### src/rtl/raisin64_rf_pkg.sv
// Shared register-file definitions for the raisin64 core: register numbering,
// writeback source IDs and a small round-robin index helper.
package raisin64_rf_pkg;

    localparam int RF_RN_W  = 6;
    localparam int RF_NREGS = 64;

    localparam int SRC_ALU = 0;
    localparam int SRC_LSU = 1;
    localparam int SRC_MDU = 2;

    // Wrap an index that has run at most one lap past n back into 0..n-1.
    function automatic int rr_wrap(input int idx, input int n);
        return (idx >= n) ? idx - n : idx;
    endfunction

endpackage

### src/rtl/regfile_wb_arbiter_if.sv
// Writeback bus between execution units / issue stage and the regfile write arbiter.
interface regfile_wb_arbiter_if #(
    parameter int NUM_SRC = 3,
    parameter int DATA_W  = 64,
    parameter int RN_W    = 6
);
    localparam int PTR_W = $clog2(NUM_SRC);

    // A source transfers when src_valid[i] && src_ready[i]; it keeps src_rn/src_data
    // stable while valid and may drop or replace its request only after the transfer.
    logic [NUM_SRC-1:0]        src_valid;
    logic [NUM_SRC-1:0]        src_ready;
    logic [NUM_SRC*RN_W-1:0]   src_rn;
    logic [NUM_SRC*DATA_W-1:0] src_data;
    logic                      wb_hold;
    logic                      w_en;
    logic [RN_W-1:0]           w_rn;
    logic [DATA_W-1:0]         w_data;
    logic                      sb_set;
    logic [RN_W-1:0]           sb_rn;
    logic [RN_W-1:0]           chk1_rn;
    logic [RN_W-1:0]           chk2_rn;
    logic                      hazard;
    logic [2**RN_W-1:0]        busy_vec;
    logic [PTR_W-1:0]          rr_ptr;

    modport master (
        output src_valid, src_rn, src_data, wb_hold, sb_set, sb_rn, chk1_rn, chk2_rn,
        input  src_ready, w_en, w_rn, w_data, hazard, busy_vec, rr_ptr
    );

    modport slave (
        input  src_valid, src_rn, src_data, wb_hold, sb_set, sb_rn, chk1_rn, chk2_rn,
        output src_ready, w_en, w_rn, w_data, hazard, busy_vec, rr_ptr
    );

endinterface

### src/rtl/regfile_wb_arbiter_rr_arbiter.sv
// Round-robin arbiter: one-hot combinational grant, search starts at the pointer,
// pointer moves one past the winner; hold_i suppresses grants and freezes the pointer.
module rr_arbiter
    import raisin64_rf_pkg::*;
#(
    parameter  int N     = 3,
    localparam int PTR_W = $clog2(N)
) (
    input  logic             clk,
    input  logic             rst_n,
    input  logic [N-1:0]     req_i,
    input  logic             hold_i,
    output logic [N-1:0]     gnt_o,
    output logic [PTR_W-1:0] gnt_idx_o,
    output logic             gnt_vld_o,
    output logic [PTR_W-1:0] ptr_o
);

    logic [PTR_W-1:0] ptr_q, ptr_d;
    logic [PTR_W-1:0] idx;

    always_comb begin
        gnt_o     = '0;
        gnt_idx_o = '0;
        gnt_vld_o = 1'b0;
        idx       = '0;
        if (!hold_i) begin
            for (int k = 0; k < N; k++) begin
                idx = PTR_W'(rr_wrap(int'(ptr_q) + k, N));
                if (!gnt_vld_o && req_i[idx]) begin
                    gnt_vld_o  = 1'b1;
                    gnt_o[idx] = 1'b1;
                    gnt_idx_o  = idx;
                end
            end
        end
    end

    always_comb begin
        ptr_d = ptr_q;
        if (gnt_vld_o) begin
            ptr_d = PTR_W'(rr_wrap(int'(gnt_idx_o) + 1, N));
        end
    end

    always_ff @(posedge clk or negedge rst_n) begin
        if (!rst_n) begin
            ptr_q <= '0;
        end else begin
            ptr_q <= ptr_d;
        end
    end

    assign ptr_o = ptr_q;

endmodule

### src/rtl/regfile_wb_arbiter.sv
// Shares the regfile write port between NUM_SRC writeback sources and tracks
// in-flight destination registers to flag read-after-write hazards for issue.
module regfile_wb_arbiter
    import raisin64_rf_pkg::*;
#(
    parameter  int NUM_SRC = 3,
    parameter  int DATA_W  = 64,
    parameter  int RN_W    = RF_RN_W,
    localparam int PTR_W   = $clog2(NUM_SRC),
    localparam int NREGS   = 2**RN_W
) (
    input  logic                 clk,
    input  logic                 rst_n,
    regfile_wb_arbiter_if.slave  wb
);

    logic [NUM_SRC-1:0] gnt;
    logic [PTR_W-1:0]   gnt_idx;
    logic               gnt_vld;
    logic [PTR_W-1:0]   rr_ptr;

    logic               w_en_q, w_en_d;
    logic [RN_W-1:0]    w_rn_q, w_rn_d;
    logic [DATA_W-1:0]  w_data_q, w_data_d;
    logic [NREGS-1:0]   busy_q, busy_d;

    logic [RN_W-1:0]    sel_rn;
    logic [DATA_W-1:0]  sel_data;
    logic               chk1_haz, chk2_haz;

    // Reset doubles as a hold so no grant is visible while rst_n is low.
    rr_arbiter #(.N(NUM_SRC)) u_rr_arbiter (
        .clk       (clk),
        .rst_n     (rst_n),
        .req_i     (wb.src_valid),
        .hold_i    (wb.wb_hold || !rst_n),
        .gnt_o     (gnt),
        .gnt_idx_o (gnt_idx),
        .gnt_vld_o (gnt_vld),
        .ptr_o     (rr_ptr)
    );

    assign sel_rn   = wb.src_rn[int'(gnt_idx)*RN_W +: RN_W];
    assign sel_data = wb.src_data[int'(gnt_idx)*DATA_W +: DATA_W];

    // An r0 transfer completes its handshake but never reaches the regfile.
    always_comb begin
        w_en_d   = gnt_vld && (sel_rn != '0);
        w_rn_d   = w_rn_q;
        w_data_d = w_data_q;
        if (w_en_d) begin
            w_rn_d   = sel_rn;
            w_data_d = sel_data;
        end
    end

    // Set is applied after clear so a newly issued producer keeps its register busy.
    always_comb begin
        busy_d = busy_q;
        if (w_en_q) begin
            busy_d[w_rn_q] = 1'b0;
        end
        if (wb.sb_set && (wb.sb_rn != '0)) begin
            busy_d[wb.sb_rn] = 1'b1;
        end
    end

    always_ff @(posedge clk or negedge rst_n) begin
        if (!rst_n) begin
            w_en_q   <= 1'b0;
            w_rn_q   <= '0;
            w_data_q <= '0;
            busy_q   <= '0;
        end else begin
            w_en_q   <= w_en_d;
            w_rn_q   <= w_rn_d;
            w_data_q <= w_data_d;
            busy_q   <= busy_d;
        end
    end

    // The register being written this cycle is served by the regfile bypass.
    assign chk1_haz = busy_q[wb.chk1_rn] && !(w_en_q && (w_rn_q == wb.chk1_rn));
    assign chk2_haz = busy_q[wb.chk2_rn] && !(w_en_q && (w_rn_q == wb.chk2_rn));

    assign wb.src_ready = gnt;
    assign wb.w_en      = w_en_q;
    assign wb.w_rn      = w_rn_q;
    assign wb.w_data    = w_data_q;
    assign wb.hazard    = chk1_haz || chk2_haz;
    assign wb.busy_vec  = busy_q;
    assign wb.rr_ptr    = rr_ptr;

endmodule
### src/flat_wrapper.sv
// flat-port wrapper written by rule: the top's interface ports become plain ports
module regfile_wb_arbiter_flat import raisin64_rf_pkg::*;
#(
    parameter  int NUM_SRC = 3,
    parameter  int DATA_W  = 64,
    parameter  int RN_W    = RF_RN_W,
    localparam int PTR_W   = $clog2(NUM_SRC),
    localparam int NREGS   = 2**RN_W
)
  (clk, rst_n, wb_src_valid, wb_src_rn, wb_src_data, wb_wb_hold, wb_sb_set, wb_sb_rn, wb_chk1_rn, wb_chk2_rn, wb_src_ready, wb_w_en, wb_w_rn, wb_w_data, wb_hazard, wb_busy_vec, wb_rr_ptr);
  regfile_wb_arbiter_if #(.NUM_SRC(NUM_SRC), .DATA_W(DATA_W), .RN_W(RN_W)) wb_i ();
  input  logic clk;
  input  logic rst_n;
  input wire logic [$bits(wb_i.src_valid)-1:0] wb_src_valid;
  input wire logic [$bits(wb_i.src_rn)-1:0] wb_src_rn;
  input wire logic [$bits(wb_i.src_data)-1:0] wb_src_data;
  input wire logic [$bits(wb_i.wb_hold)-1:0] wb_wb_hold;
  input wire logic [$bits(wb_i.sb_set)-1:0] wb_sb_set;
  input wire logic [$bits(wb_i.sb_rn)-1:0] wb_sb_rn;
  input wire logic [$bits(wb_i.chk1_rn)-1:0] wb_chk1_rn;
  input wire logic [$bits(wb_i.chk2_rn)-1:0] wb_chk2_rn;
  output wire logic [$bits(wb_i.src_ready)-1:0] wb_src_ready;
  output wire logic [$bits(wb_i.w_en)-1:0] wb_w_en;
  output wire logic [$bits(wb_i.w_rn)-1:0] wb_w_rn;
  output wire logic [$bits(wb_i.w_data)-1:0] wb_w_data;
  output wire logic [$bits(wb_i.hazard)-1:0] wb_hazard;
  output wire logic [$bits(wb_i.busy_vec)-1:0] wb_busy_vec;
  output wire logic [$bits(wb_i.rr_ptr)-1:0] wb_rr_ptr;
  assign wb_i.src_valid = wb_src_valid;
  assign wb_i.src_rn = wb_src_rn;
  assign wb_i.src_data = wb_src_data;
  assign wb_i.wb_hold = wb_wb_hold;
  assign wb_i.sb_set = wb_sb_set;
  assign wb_i.sb_rn = wb_sb_rn;
  assign wb_i.chk1_rn = wb_chk1_rn;
  assign wb_i.chk2_rn = wb_chk2_rn;
  assign wb_src_ready = wb_i.src_ready;
  assign wb_w_en = wb_i.w_en;
  assign wb_w_rn = wb_i.w_rn;
  assign wb_w_data = wb_i.w_data;
  assign wb_hazard = wb_i.hazard;
  assign wb_busy_vec = wb_i.busy_vec;
  assign wb_rr_ptr = wb_i.rr_ptr;
  regfile_wb_arbiter #(.NUM_SRC(NUM_SRC), .DATA_W(DATA_W), .RN_W(RN_W)) u_core (.clk(clk), .rst_n(rst_n), .wb(wb_i));
endmodule
### config.mk
export PLATFORM = sky130hd
export DESIGN_NAME = regfile_wb_arbiter_flat
export DESIGN_NICKNAME = d
export VERILOG_FILES = /design/src/rtl/raisin64_rf_pkg.sv /design/src/rtl/regfile_wb_arbiter_if.sv /design/src/rtl/regfile_wb_arbiter_rr_arbiter.sv /design/src/rtl/regfile_wb_arbiter.sv /design/src/flat_wrapper.sv
export SDC_FILE = /design/constraint.sdc
export NUM_CORES = 1
export LEC_CHECK = 0
export CORE_ASPECT_RATIO = 0.9
export CORE_MARGIN = 5
export CORE_UTILIZATION = 42
export CTS_CLUSTER_DIAMETER = 80
export CTS_CLUSTER_SIZE = 8
export DETAILED_ROUTE_END_ITERATION = 8
export PLACE_DENSITY_LB_ADDON = 0.25
export SYNTH_ARGS = -nofsm -noshare
export SYNTH_HDL_FRONTEND = slang
export SYNTH_SLANG_ARGS = --single-unit
### constraint.sdc
create_clock -name clk -period 3.3 [get_ports clk]
set_input_delay 0.33 -clock clk [delete_from_list [all_inputs] [get_ports clk]]
set_output_delay 0.33 -clock clk [all_outputs]
set_load 0.1 [all_outputs]
==> results.yml, run 1 <==
power:
  swShare_pct: 59.63
  pwr-share-clk_pct: 12.2
  seq_power_share_pct: 20.5
  p_sw_mw: 9.106
  p_leak_nw: 5.001
  p_per_area_mw_per_mm2: 1191
  vdd_drop_max_uv: 729.7
  power_frac_comb_pct: 67.3
  p_int_mw: 6.166
  total_power_mw: 15.27
cts:
  cts_buffer_depth: 2
  holdBufCountCts: 0
  cts_buffers: 17
  clock_latency_ns: 0.43
  cts_max_level: 4
  cts.clk_slew.worst_paths_ns: 0.06
  cts_root_buf: "clkbuf_16"
  tritoncts: "done"
  cts_sinks: 137
grt:
  grt_max_degree: 73
  grt_overflow: 0
  grtUsageTotal_pct: 28.75
  antenna_found_initial: 1
  grt_pass1_vias: 8188
  grt_pass1_wl_um: 48530
sta:
  rsz0062_at_grt: "false"
  tightest_slew_ns: 1.093
  min_period_ns: 3.142
  setup_violations: 0
  totalNegativeSetupSlack_ns: 0
  final-hold-violation-count: 0
  max_slew_margin_pct: 26.88
  max_freq_mhz: 318.3
  setup_ws_ns: 0.1583
  skew_ns: 0.01076
  fin_crit_sh_pct: 95.20
  slew_violations: 0
job:
  maxCapViolations: 0
layout:
  nets: 1382
  mostFrequentLayoutCell: "clkdlybuf4s50_1"
  finalNonFillerCells: 1408
  stdcell_area_mm2: 0.01282
  drive_above_1_share_pct: 11.94
  area_delta_synth_final_pct: 58.00
  fill_cells: 1537
  layout.cells.most_common_list: "clkdlybuf4s50_1, dfrtp_1, o21ai_0"
floorplan:
  dieArea_mm2: 0.02220
  ios: 376
  die_x_um: 156.5
  core_mm2: 0.01910
  die_height_um: 141.9
  initial_utilization_pct: 42.48
  rows: 48
yosys:
  synthAdderAreaFrac_pct: 0.6169
  synth.ff_latch_count: 137
  synth-simple-area-share_pct: 6.246
  synth_cell_types: 52
  synth_top_family_by_area: "compound AO/OA/AOI/OAI gates"
  yosysTopAreaCell: "dfrtp_1"
  syn_nets: 1022
  syn_inst: 783
  yosysSeqAreaShare_pct: 42.26
  synthFlopType: "dfrtp_1"
  synth-edff-count: 0
  synth-compound-area-share_pct: 21.95
  synthXorXnorAreaFrac_pct: 1.295
  synth_warnings: 0
  synthArstFlopShare_pct: 100.0
  synth_top_area_share_pct: 42.26
  synth.area.top_cells: "dfrtp_1, mux4_2, mux2i_1, o21ai_0, a22o_1"
  synth_mux_area_share_pct: 21.05
  syn-cell-area_mm2: 0.008113
  avgSynthCellArea_um2: 10.36
placed_design:
  gp_congestion: 0.9763
  place_area_mm2: 0.01217
  place.port_buffers: 375
  pre_cts_ws_ns: 0.03012
  placed_cells: 1370
  dp_hpwl_um: 24840
min_path:
  hold_path.class: "in -> async"
route:
  route.detailed.drc: 0
  drt_pass1_iterations: 5
  routed_wl_um: 32840
  vias_per_cell: 5.862
  dr_total_vias: 8253
  wl_per_cell_um: 23.32
  drt_iter0_markers: 747
  final_antenna_net_count: 0
run_status:
  status: "finished clean"
worst_setup_path:
  criticalPathCategory: "in -> out"
  worst-path-max-fanout: 17
  cp.required_ns: 2.97
  cp-start-kind: "primary input"
  critPathLaunch: "wb_chk1_rn[0]"
  rr_startpoint: "u_core.u_rr_arbiter.ptr_o[0]"
  end_kind: "primary output"
  crit_arrival_ns: 2.81
## layer usage
| metal | vias up | GRT usage (%) | share of wire (%) |
|---|---|---|---|
| met5 | - | 0 | 0 |
| met4 | 0 | 9.178 | 2.6 |
| met3 | 81 | 9.546 | 11 |
| met2 | 570 | 47.29 | 49 |
| met1 | 3968 | 35.93 | 38 |
| li1 | 3634 | - | - |
## power by group through the flow
| stage | sequential [mW] | clock (mW) | combinational, mW |
|---|---|---|---|
| after global routing | 3.23 | 1.96 | 10.7 |
| final | 3.14 | 1.86 | 10.3 |
| after detailed placement | 3.11 | 0 | 10.2 |
| after CTS | 3.11 | 1.89 | 10.2 |
| after floorplan | 8.15 | 0 | 2.38 |
| after global placement | 3.09 | 0 | 10.1 |
## state kept, by name, indices dropped and copies added (netlist names)
signal                     count
u_core.wb.busy_vec            64
u_core.wb.w_rn                 6
u_core.wb.w_data              64
u_core.u_rr_arbiter.ptr_o      2
u_core.wb.w_en                 1
## final timing paths
path,to,slack (ns),cells after the start
worst max register to register,u_core.wb.w_data[27],0.18,9
max in group asynchronous,u_core.wb.busy_vec[13],2.57,2
worst min register to register,u_core.wb.w_data[47],0.52,2
worst min-delay path,u_core.wb.w_data[60],0.09,2
min in group clk,u_core.wb.w_data[47],0.52,2
worst max-delay path,wb_hazard,0.16,8
## Yosys cell counts (2+ instances only)
library cell  instances
o2bb2ai_1             3
mux2_2                3
or2_2                 3
xor2_1                3
clkbuf_1             40
o31ai_1               3
and2_1                2
ha_1                  4
nor2b_1               9
nor2_1               11
inv_1                74
a31oi_1               2
buf_4                 6
or3b_2                3
nand2b_1              5
nand3b_1              5
nor4_1                2
buf_6                 3
nand4_1               4
nor3_1                2
nand3_1              25
nand2_1              19
dfrtp_1             137
a21oi_1              75
o22ai_1               2
o21ai_0             121
or4_1                 2
o21a_1                2
mux2i_1              71
buf_2                 4
a22o_1               69
xnor2_1               9
mux4_2               41
## area by class of cell
| cell class | count | area [µm²] | share of cell area (%) |
|---|---|---|---|
| clock buffers | 17 | 425.4 | 3.319 |
| repair buffers | 395 | 3993 | 31.15 |
| clock inverters | 15 | 142.6 | 1.113 |
| flip-flops and latches | 137 | 3431 | 26.76 |
| well taps | 250 | 312.8 | 2.440 |
| multi-input cells | 517 | 4228 | 32.98 |
| diodes | 2 | 5.005 | 0.03904 |
| inverters | 75 | 281.5 | 2.196 |
## cells by family (layout without fill, tap and decap cells)
logic type,Yosys count,in the layout
buffers and inverters,129,502
adder cells (fa/ha/maj),4,4
AO/OA/AOI/OAI,288,288
other,0,2
multiplexers,118,118
AND/OR/NAND/NOR,95,95
XOR/XNOR,12,12
flip-flops,137,137
## worst max-delay path, stage by stage
cell and delay [ns]:
clkdlybuf4s50_1 0.52, buf_12 0.20, mux4_2 0.51, mux4_2 0.51, mux2_2 0.27, a21oi_1 0.17
o21ai_2 0.10, buf_12 0.19
## metrics by stage
stage          hold WS, ns  utilization, %
2_1_floorplan      0.03441               -
3_3_place_gp        0.5037           63.71
3_5_place_dp        0.5096           63.71
4_1_cts             0.1212           66.69
5_1_grt             0.1639           67.11
6_report           0.08963           67.12
## repair_timing
action	CTS	global route
setup buffers	0	2
setup endpoints to repair	0	69
resized for setup	0	9
endpoints found under the hold margin	0	0
(Power assumes the default switching activity.)
==> run 2: changes to the inputs <==
--- a/config.mk
+++ b/config.mk
@@ -5,11 +5,9 @@
 export SDC_FILE = /design/constraint.sdc
 export NUM_CORES = 1
 export LEC_CHECK = 0
-export CORE_ASPECT_RATIO = 0.9
 export CORE_MARGIN = 5
 export CORE_UTILIZATION = 42
 export CTS_CLUSTER_DIAMETER = 80
-export CTS_CLUSTER_SIZE = 8
 export DETAILED_ROUTE_END_ITERATION = 8
 export PLACE_DENSITY_LB_ADDON = 0.25
 export SYNTH_ARGS = -nofsm -noshare
==> results.yml, run 2 (synthesis results as in run 1) <==
run_status:
  status: "finished clean"
sta:
  max_freq_mhz: 319.6
  totalNegativeSetupSlack_ns: 0
  fin_crit_sh_pct: 94.82
  min_period_ns: 3.129
  setup_violations: 0
  slew_violations: 0
  final-hold-violation-count: 0
  skew_ns: 0.007202
  rsz0062_at_grt: "false"
  tightest_slew_ns: 1.084
  max_slew_margin_pct: 27.53
power:
  p_leak_nw: 5.063
  p_int_mw: 6.443
  seq_power_share_pct: 20.5
  vdd_drop_max_uv: 714.8
  p_per_area_mw_per_mm2: 1197
  power_frac_comb_pct: 66.3
  pwr-share-clk_pct: 13.2
  swShare_pct: 58.39
  p_sw_mw: 9.042
floorplan:
  core_mm2: 0.01889
  dieArea_mm2: 0.02220
  rows: 50
  die_height_um: 149.0
  ios: 376
  die_x_um: 149.0
  initial_utilization_pct: 42.94
route:
  vias_per_cell: 5.771
  drt_pass1_iterations: 6
  final_antenna_net_count: 0
  route.detailed.drc: 0
  drt_iter0_markers: 645
  routed_wl_um: 32540
  dr_total_vias: 8206
  wl_per_cell_um: 22.88
cts:
  cts_sinks: 137
  cts_root_buf: "clkbuf_16"
  cts_buffers: 17
  cts_max_level: 4
  cts_buffer_depth: 2
  cts.clk_slew.worst_paths_ns: 0.06
  clock_latency_ns: 0.42
  tritoncts: "done"
worst_setup_path:
  critPathLaunch: "u_core.u_rr_arbiter.ptr_o[1]"
  r2r-end: "u_core.wb.w_data[8]"
  worst-path-max-fanout: 35
  cp-start-kind: "register"
  rr_worst_depth: 10
  end_kind: "register"
  rr_startpoint: "u_core.u_rr_arbiter.ptr_o[1]"
  criticalPathCategory: "reg -> reg"
  reg2reg_slack_ns: 0.17
  crit_arrival_ns: 3.46
  cp.required_ns: 3.64
layout:
  fill_cells: 1474
  layout.cells.most_common_list: "clkdlybuf4s50_1, dfrtp_1, o21ai_0"
  ff_latch_area_mm2: 0.003431
  mostFrequentLayoutCell: "clkdlybuf4s50_1"
  area_delta_synth_final_pct: 59.45
  nets: 1387
  drive_above_1_share_pct: 12.14
  multi_input_comb_area_mm2: 0.004228
  final_core_utilization_pct: 68.47
placed_design:
  gp_congestion: 0.9740
  place.port_buffers: 375
  dp_hpwl_um: 24790
grt:
  grt_overflow: 0
  grt_pass1_wl_um: 48470
  grtUsageTotal_pct: 28.61
  antenna_found_initial: 1
  grt_pass1_vias: 8287
  grt_max_degree: 77
min_path:
  hold_path.class: "in -> async"
job:
  maxCapViolations: 0
[run 2: worst max path at each step]
| stage | depth (start not counted) | to |
|---|---|---|
| after floorplan | 13 | u_core.wb.w_data[44] |
| after global placement | 8 | wb_hazard |
| after detailed placement | 8 | wb_hazard |
| after CTS | 8 | wb_hazard |
| after global routing | 10 | u_core.wb.w_data[53] |
| final | 10 | u_core.wb.w_data[8] |
[run 2: per-stage QoR]
stage	hold WS, ns	setup slack [ns]	instance area (µm²)	instances	total power, mW
finish	0.1331	0.1708	12940	1422	15.49
global placement	0.5049	0.04800	12230	1386	13.27
floorplan	0.03441	0.004559	8140	783	10.52
detailed placement	0.5092	0.06865	12230	1386	13.37
global route	0.2325	0.04530	12940	1422	16.04
CTS	0.1817	0.04253	12850	1418	15.45
[run 2: power by group through the flow]
stage / clock (mW) / sequential [mW] / combinational, mW
after global routing: 2.15 / 3.26 / 10.6
after detailed placement: 0 / 3.15 / 10.2
after floorplan: 0 / 8.15 / 2.38
after CTS: 2.06 / 3.14 / 10.3
final: 2.04 / 3.17 / 10.3
after global placement: 0 / 3.13 / 10.1
[run 2: metal layers]
layer	up-vias	GRT usage [%]	routed length [µm]
li1	3632	-	-
met1	3982	35.40	12240
met2	514	48.00	16210
met3	78	9.207	3124
met4	0	8.604	958
met5	-	0	0
[run 2: what timing repair did]
item | 4_1_cts | 5_1_grt
endpoints found under the setup margin | 0 | 70
gates resized for setup | 0 | 11
buffers inserted | 0 | 1
hold buffers | 0 | 0
[run 2: cell type report]
class,count,share of cell area (%)
Clock buffer,21,3.559
Antenna cell,1,0.01934
Sequential cell,137,26.52
Tap cell,260,2.515
Inverter,75,2.176
Timing Repair Buffer,400,31.22
Multi-Input combinational cell,517,32.68
Clock inverter,11,1.306
[run 2: worst max-delay path: stages (launching register included)]
cell and delay, ns:
dfrtp_2 0.44, inv_1 0.09, ha_2 0.26, mux2_4 0.34, mux2_2 0.35, or2_2 0.36
a21oi_1 0.17, a21oi_1 0.11, a31oi_4 0.30, clkbuf_16 0.32, mux2i_1 0.25
==> run 3: changes to the inputs <==
--- a/config.mk
+++ b/config.mk
@@ -5,8 +5,10 @@
 export SDC_FILE = /design/constraint.sdc
 export NUM_CORES = 1
 export LEC_CHECK = 0
+export CELL_PAD_IN_SITES_DETAIL_PLACEMENT = 0
+export CELL_PAD_IN_SITES_GLOBAL_PLACEMENT = 1
 export CORE_MARGIN = 5
-export CORE_UTILIZATION = 42
+export CORE_UTILIZATION = 31
 export CTS_CLUSTER_DIAMETER = 80
 export DETAILED_ROUTE_END_ITERATION = 8
 export PLACE_DENSITY_LB_ADDON = 0.25
==> results.yml, run 3 (synthesis results as in run 1) <==
route:
  wl_per_cell_um: 22.86
  route.detailed.drc: 0
  final_antenna_net_count: 0
  vias_per_cell: 5.274
  dr_total_vias: 7911
  drt_iter0_markers: 731
  routed_wl_um: 34290
  drt_pass1_iterations: 5
power:
  vdd_drop_max_uv: 1007
  p_sw_mw: 9.158
  p_int_mw: 6.301
  swShare_pct: 59.24
  seq_power_share_pct: 20.4
  total_power_mw: 15.46
  p_leak_nw: 5.070
  p_per_area_mw_per_mm2: 1185
  pwr-share-clk_pct: 12.7
  power_frac_comb_pct: 66.9
grt:
  grt.busiest_layer: "met2"
  use_met3_pct: 6.274
  grt_overflow: 0
  grt_pass1_wl_um: 50160
  grtUsageTotal_pct: 22.63
  met2_usage_pct: 38.81
  grt_pass1_vias: 8089
  use_met1_pct: 27.65
  grt_max_degree: 138
  antenna_found_initial: 3
floorplan:
  die_height_um: 171.8
  initial_utilization_pct: 31.31
  ios: 376
  core_mm2: 0.02591
  rows: 59
  dieArea_mm2: 0.02950
  die_x_um: 171.8
cts:
  cts_max_level: 4
  clock_latency_ns: 0.43
  cts_buffers: 17
  tritoncts: "done"
  cts.clk_slew.worst_paths_ns: 0.06
  cts_root_buf: "clkbuf_16"
  cts_sinks: 137
  cts_buffer_depth: 2
worst_setup_path:
  criticalPathCategory: "in -> out"
  rr_startpoint: "u_core.u_rr_arbiter.ptr_o[0]"
  reg2reg_slack_ns: 0.25
  path_cells: "clkdlybuf4s50_1 > buf_12 > mux4_2 > mux4_2 > mux2_2 > a21oi_1 > o21ai_2 > buf_12"
  worst-path-max-fanout: 17
  crit_arrival_ns: 2.80
  rr_worst_depth: 11
  critPathMaxStageDelay_ns: 0.51
  end_kind: "primary output"
  crit_buf_inv: 3
  r2r-end: "u_core.wb.w_data[7]"
  crit_family: "multiplexers"
  crit_path_top_delay_cell: "clkdlybuf4s50_1"
  cp.required_ns: 2.97
  cp-start-kind: "primary input"
placed_design:
  place.port_buffers: 375
  dp_hpwl_um: 26500
  gp_congestion: 0.9245
  place_area_mm2: 0.01237
sta:
  skew_ns: 0.01361
  rsz0062_at_grt: "false"
  max_slew_margin_pct: 28.15
  setup_violations: 0
  slew_violations: 0
  min_period_ns: 3.126
  max_freq_mhz: 319.8
  fin_crit_sh_pct: 94.74
  final-hold-violation-count: 0
  tightest_slew_ns: 1.074
  totalNegativeSetupSlack_ns: 0
layout:
  layout.cells.most_common_list: "clkdlybuf4s50_1, dfrtp_1, o21ai_0"
  final_core_utilization_pct: 50.36
  nets: 1388
  drive_above_1_share_pct: 13.17
  area_delta_synth_final_pct: 60.86
  stdcell_area_mm2: 0.01305
  mostFrequentLayoutCell: "clkdlybuf4s50_1"
run_status:
  status: "finished clean"
job:
  maxCapViolations: 0
min_path:
  hold_path.class: "in -> async"
run 3: changes by cell type in the layout (fill, tap and decap cells not counted), sizes merged, moves of 2 or more:
cell           before  now
diode               1    3
inv                76   82
buf                42   52
clkbuf             23   19
clkdlybuf4s50     355  347
bufinv              4    2
run 3: metal layers:
layer,vias up,wire [µm],share of wire [%]
met2,376,17080,50
li1,3642,-,-
met5,-,13,0.038
met4,2,960,2.8
met3,55,2931,8.5
met1,3836,13310,39
run 3: final cells by class:
class / instances / area (µm²)
antenna: 3 / 7.507
clock buffer: 18 / 429.2
clock inverter: 14 / 161.4
fill: 2417 / 12860
inverter: 75 / 281.5
multi-input combinational: 517 / 4265
sequential: 137 / 3431
tap: 335 / 419.2
timing repair buffer: 401 / 4055
run 3: worst register-to-register path, cell delays in order (launching register included):
cell and delay, ns:
dfrtp_2 0.46, inv_1 0.10, ha_2 0.33, or3b_2 0.52, a31oi_4 0.23, buf_4 0.16
a211o_1 0.15, nand3_1 0.16, a31oi_4 0.23, buf_12 0.21, buf_12 0.21, mux2i_1 0.22
run 3: worst max path at each step:
| stage | start | endpoint | slack, ns | cells after the start |
|---|---|---|---|---|
| after detailed placement | wb_chk2_rn[0] | wb_hazard | 0.02 | 8 |
| after global routing | u_core.u_rr_arbiter.ptr_o[0] | u_core.wb.w_data[42] | 0.03 | 11 |
| after global placement | wb_chk2_rn[0] | wb_hazard | 0.05 | 8 |
| after floorplan | u_core.u_rr_arbiter.ptr_o[1] | u_core.wb.w_data[44] | 0.005 | 13 |
| after CTS | wb_chk2_rn[0] | wb_hazard | 0.02 | 8 |
| final | wb_chk1_rn[0] | wb_hazard | 0.17 | 8 |
run 3: power by group through the flow:
stage / sequential, mW / combinational, mW / clock, mW
4_1_cts: 3.14 / 10.3 / 2.00
5_1_grt: 3.25 / 10.8 / 2.07
3_3_place_gp: 3.15 / 10.3 / 0
6_report: 3.16 / 10.3 / 1.96
2_1_floorplan: 8.15 / 2.38 / 0
3_5_place_dp: 3.15 / 10.3 / 0
run 3: stage by stage:
stage,setup WS (ns),hold slack [ns],std cells
floorplan,0.004559,0.03441,783
global placement,0.05034,0.5051,1464
detailed placement,0.02313,0.5084,1464
CTS,0.02470,0.08912,1496
global route,0.03320,0.1246,1499
finish,0.1735,0.01338,1500
run 3: what timing repair did:
action | in CTS | in global routing
endpoints found under the setup margin | 0 | 69
setup buffers | 0 | 0
hold buffers | 0 | 0
resized for setup | 0 | 10
